### src/rtl/fsic_gpio_pad_ctrl.sv
// Core-side controller for one sky130 gpiov2 pad: serial-loaded configuration,
// pad drive decode, and a synchronized, debounced pad input with edge pulses.
module fsic_gpio_pad_ctrl #(
    parameter int unsigned      CFG_W       = 5,
    parameter logic [CFG_W-1:0] DEFAULT_CFG = '0,
    parameter int unsigned      SYNC_STAGES = 2,
    parameter int unsigned      DEB_W       = 4
) (
    input  logic             axis_clk,
    input  logic             axis_rst_n,
    input  logic             ser_valid,
    input  logic             ser_data,
    input  logic             ser_load,
    output logic             ser_data_out,
    input  logic             core_out,
    output logic             core_in,
    output logic             core_rise,
    output logic             core_fall,
    output logic [CFG_W-1:0] cfg_active,
    input  logic             pad_in,
    output logic             pad_out,
    output logic             pad_oe_n,
    output logic [2:0]       pad_dm,
    output logic             pad_inp_dis,
    output logic             pad_slow,
    output logic             pad_vtrip_sel
);

    localparam logic [1:0]       MODE_OUT = 2'b11;
    localparam logic [DEB_W-1:0] CNT_MAX  = '1;

    typedef enum logic [1:0] {
        IDLE0 = 2'd0,
        CHK1  = 2'd1,
        IDLE1 = 2'd2,
        CHK0  = 2'd3
    } deb_state_e;

    logic [CFG_W-1:0]       shreg;
    logic [SYNC_STAGES-1:0] sync_q;
    logic                   s_in;
    logic [1:0]             mode;
    logic                   out_mode;

    deb_state_e       state_q, state_d;
    logic [DEB_W-1:0] cnt_q, cnt_d, cnt_inc;
    logic             core_in_d, rise_d, fall_d;

    assign mode         = cfg_active[1:0];
    assign out_mode     = (mode == MODE_OUT);
    assign ser_data_out = shreg[CFG_W-1];

    // Shift chain and active configuration; a load samples the pre-shift value
    always_ff @(posedge axis_clk or negedge axis_rst_n) begin
        if (!axis_rst_n) begin
            shreg      <= '0;
            cfg_active <= DEFAULT_CFG;
        end else begin
            if (ser_valid) shreg      <= {shreg[CFG_W-2:0], ser_data};
            if (ser_load)  cfg_active <= shreg;
        end
    end

    // Pad drive decode
    always_comb begin
        pad_dm = 3'b001;
        case (mode)
            2'b00: pad_dm = 3'b001;
            2'b01: pad_dm = 3'b010;
            2'b10: pad_dm = 3'b011;
            2'b11: pad_dm = 3'b110;
            default: pad_dm = 3'b001;
        endcase
    end

    assign pad_oe_n      = ~out_mode;
    assign pad_inp_dis   = cfg_active[2];
    assign pad_slow      = cfg_active[3];
    assign pad_vtrip_sel = cfg_active[4];

    always_ff @(posedge axis_clk or negedge axis_rst_n) begin
        if (!axis_rst_n) pad_out <= 1'b0;
        else             pad_out <= core_out & out_mode;
    end

    // Input synchronizer; a disabled input reads as constant 0
    always_ff @(posedge axis_clk or negedge axis_rst_n) begin
        if (!axis_rst_n) sync_q <= '0;
        else             sync_q <= {sync_q[SYNC_STAGES-2:0], pad_in};
    end

    assign s_in = sync_q[SYNC_STAGES-1] & ~cfg_active[2];

    always_ff @(posedge axis_clk or negedge axis_rst_n) begin
        if (!axis_rst_n) begin
            state_q   <= IDLE0;
            cnt_q     <= '0;
            core_in   <= 1'b0;
            core_rise <= 1'b0;
            core_fall <= 1'b0;
        end else begin
            state_q   <= state_d;
            cnt_q     <= cnt_d;
            core_in   <= core_in_d;
            core_rise <= rise_d;
            core_fall <= fall_d;
        end
    end

    // Debounce: a new level is accepted once the saturating count reaches all-ones
    always_comb begin
        state_d   = state_q;
        cnt_d     = cnt_q;
        core_in_d = core_in;
        rise_d    = 1'b0;
        fall_d    = 1'b0;
        cnt_inc   = (cnt_q == CNT_MAX) ? cnt_q : cnt_q + DEB_W'(1);
        case (state_q)
            IDLE0: begin
                if (s_in) begin
                    state_d = CHK1;
                    cnt_d   = '0;
                end
            end
            CHK1: begin
                if (!s_in) begin
                    state_d = IDLE0;
                end else begin
                    cnt_d = cnt_inc;
                    if (cnt_inc == CNT_MAX) begin
                        state_d   = IDLE1;
                        core_in_d = 1'b1;
                        rise_d    = 1'b1;
                    end
                end
            end
            IDLE1: begin
                if (!s_in) begin
                    state_d = CHK0;
                    cnt_d   = '0;
                end
            end
            CHK0: begin
                if (s_in) begin
                    state_d = IDLE1;
                end else begin
                    cnt_d = cnt_inc;
                    if (cnt_inc == CNT_MAX) begin
                        state_d   = IDLE0;
                        core_in_d = 1'b0;
                        fall_d    = 1'b1;
                    end
                end
            end
            default: state_d = IDLE0;
        endcase
    end

endmodule

### config.mk
export PLATFORM = sky130hd
export DESIGN_NAME = fsic_gpio_pad_ctrl
export DESIGN_NICKNAME = d
export VERILOG_FILES = /design/src/rtl/fsic_gpio_pad_ctrl.sv
export SDC_FILE = /design/constraint.sdc
export NUM_CORES = 1
export LEC_CHECK = 0
export BUFFER_PORTS_ARGS = -buffer_cell sky130_fd_sc_hd__buf_4
export CAP_MARGIN = 30
export CORE_MARGIN = 2
export CORE_UTILIZATION = 38
export CTS_BUF_LIST = sky130_fd_sc_hd__clkbuf_16
export DETAILED_ROUTE_END_ITERATION = 10
export MAX_ROUTING_LAYER = met4
export PLACE_DENSITY = 0.57
export SLEW_MARGIN = 0
export SYNTH_ARGS = -nofsm -noshare
export SYNTH_HDL_FRONTEND = slang
export SYNTH_SLANG_ARGS = --single-unit
### constraint.sdc
create_clock -name axis_clk -period 2 [get_ports axis_clk]
set_input_delay 0.1 -clock axis_clk [delete_from_list [all_inputs] [get_ports axis_clk]]
set_output_delay 0.1 -clock axis_clk [all_outputs]
set_load 0.05 [all_outputs]
==> flow_metrics.tcl <==
set metrics [dict create \
    status "completed" \
    ir_worst_vdd_mv 0.626 \
    globalplace.congestion 0.645 \
    hold_viol 0 \
    synth_ff_type "dfrtp_1" \
    rows 18 \
    path_buf_inv 0 \
    filler_cell_count 211 \
    root_buffer "clkbuf_16" \
    clk-insertion-delay-late_ns 0.25 \
    vias_per_cell 5.11 \
    antenna_found_initial 0 \
    combPwrFrac 0.306 \
    die_y_microns 54.3 \
    nets 109 \
    synth_area_per_cell_sq_um 13.2 \
    clk_pin_slew_ns 0.06 \
    final.setup.tns_ns 0 \
    io_buffers 23 \
    swShare 0.329 \
    routed_wl_microns 1660 \
    grt_first_pass_wirelength_microns 2620 \
    drv_cap 0 \
    hp-class "input port to register" \
    p_leak_uw 0.000588 \
    start_kind "register" \
    netlist_instances 73 \
    fmax_mhz 560 \
    crit_chain "ha_1 -> nor4bb_2 -> o311ai_4 -> nor3_2 -> a211o_1" \
    numClockSinks 22 \
    die-area_sq_mm 0.00295 \
    worstSetupEndpointType "register" \
    yosys_register_bits 22 \
    synth_edf_count 0 \
    dp_hpwl_microns 1180 \
    relSlewSlack 0.713 \
    crit_fanout 6 \
    power.switching_uw 530 \
    pwr-share-seq 0.353 \
    place_area_sq_mm 0.00116 \
    n_antenna_cell 0 \
    cts_setup_buffers 0 \
    area_growth_pct 33.3 \
    core_sq_mm 0.00243 \
    fin_crit_sh 0.894 \
    htreeDepth 1 \
    drt_iter0_drc 13 \
    final_max_slew_viol_count 0 \
    dp_cells 124 \
    slowest_delay_ns 0.43 \
    final_cells 130 \
    yosysWarningCount 0 \
    fin_crit_ns 1.79 \
    drcViolationCount 0 \
    grt_usage 0.136 \
    initial_core_util 0.395 \
    route.vias.total 664 \
    critPathKind "register to register" \
    cts_tree "yes" \
    overflow 0 \
    async_flop_share 1.00 \
    wl_per_cell_microns 12.8 \
    grt_max_degree 23 \
    cpLargestDelayFamily "compound AO/OA/AOI/OAI gates" \
    ant_nets 0 \
    internal_power_uw 1080 \
    synthDistinctLibCells 27 \
    drive_gt1_frac 0.440 \
    rsz0062_at_grt "false" \
    synth_nets 81 \
    p_per_area_mw_per_mm2 1260 \
    io_pins 24 \
    grt_pass1_vias 598 \
    setup_violations 0 \
    postLayoutCellArea_sq_mm 0.00128 \
    synth-seq-area-share 0.573 \
    power_frac_clock 0.341 \
    synth_area_sq_um 961 \
    rrSetupSlack_ns 0.21 \
    post-route-util 0.527 \
    dr.pass1.iters 4 \
    crit_slowest_cell "dfrtp_1" \
    cts_buffers 3 \
    clockBufferDepth 2 \
    die_w_microns 54.3 \
    fin_skew_ns 0.00148 \
    worst_pin_slew_ns 0.429 \
    worstPathRequired_ns 2.14 \
    worst_ep_arrival_time_ns 1.92 \
]
==> logic make-up after synthesis <==
| family | Yosys count | synth area share |
|---|---|---|
| xor gates and xnor gates | 1 | 0.0169 |
| and+or+nand+nor | 18 | 0.128 |
| AOI/OAI and AO/OA | 15 | 0.125 |
| muxes | 9 | 0.105 |
| DFF | 22 | 0.573 |
| buffers and inverters | 7 | 0.0391 |
| adders and majority gates | 1 | 0.0130 |
==> through the flow <==
stage | total power (uW) | setup slack (ns) | hold slack (ns)
finish | 1610 | 0.213 | 0.0823
CTS | 1630 | 0.214 | 0.0755
detailed placement | 1070 | 0.221 | 0.00524
global placement | 1060 | 0.290 | 0.00565
global route | 1690 | 0.127 | 0.0731
floorplan | 931 | 0.269 | -0.196
==> final timing paths <==
| path | startpoint | to | depth (start not counted) |
|---|---|---|---|
| setup / recovery | cnt_q[1] | core_in | 5 |
| hold / removal | ser_data | shreg[0] | 2 |
| setup reg to reg | cnt_q[1] | core_in | 5 |
| hold reg to reg | sync_q[0] | sync_q[1] | 0 |
| max in group asynchronous | axis_rst_n | cnt_q[0] | 2 |
| min in group asynchronous | axis_rst_n | state_q[0] | 2 |
==> per-layer routing <==
layer,wire [microns],GRT usage
met1,778,0.183
met2,760,0.175
met3,89,0.0410
met4,35,0.0875
met5,0,-
==> layout by cell type, fill, tap and decap left out, types with 2 or more instances in the layout <==
cell type      synthesis  layout
a21oi_1                3       3
and2_1                 2       2
buf_4                  3      24
clkbuf_16              0       3
dfrtp_1               22      22
dlygate4sd3_1          0       2
inv_1                  4       4
mux2_2                 9       9
nand2_1                4       4
nor2_1                 3       3
nor4bb_2               2       2
o21ai_0                4       4
==> timing repair <==
item | 4_1_cts | 5_1_grt
hold endpoints to repair | 23 | 0
hold buffers | 2 | 0
resized for setup | 0 | 0
==> final cells by class <==
type	count	area, sq um	area share
clock buffer	3	75.1	0.0586
clock inverter	1	30.0	0.0234
inverter	4	15.0	0.0117
multi-input combinational	44	373	0.291
sequential	22	551	0.430
tap	30	37.5	0.0293
timing repair buffer	26	200	0.156
==> Yosys cell counts, types with 2 or more instances <==
| library cell | count | share of area |
|---|---|---|
| o21ai_0 | 4 | 0.021 |
| dfrtp_1 | 22 | 0.57 |
| buf_4 | 3 | 0.023 |
| a21oi_1 | 3 | 0.016 |
| nor4bb_2 | 2 | 0.034 |
| mux2_2 | 9 | 0.11 |
| inv_1 | 4 | 0.016 |
| nand2_1 | 4 | 0.016 |
| nor2_1 | 3 | 0.012 |
| and2_1 | 2 | 0.013 |
==> power groups by stage <==
stage	clock network, uW	logic, uW	registers (uW)
final	550	493	568
after global routing	586	527	580
after CTS	566	497	569
after detailed placement	0	493	576
after global placement	0	488	574
after floorplan	0	248	684
==> sequential cells by signal (all words and copies together) (netlist names), named ones only <==
name / cells
cfg_active: 5
shreg: 5
core_fall: 1
core_rise: 1
state_q: 1
sync_q: 2
core_in: 1
pad_out: 1
cnt_q: 4
No activity file was read; power rests on OpenSTA's default activity.
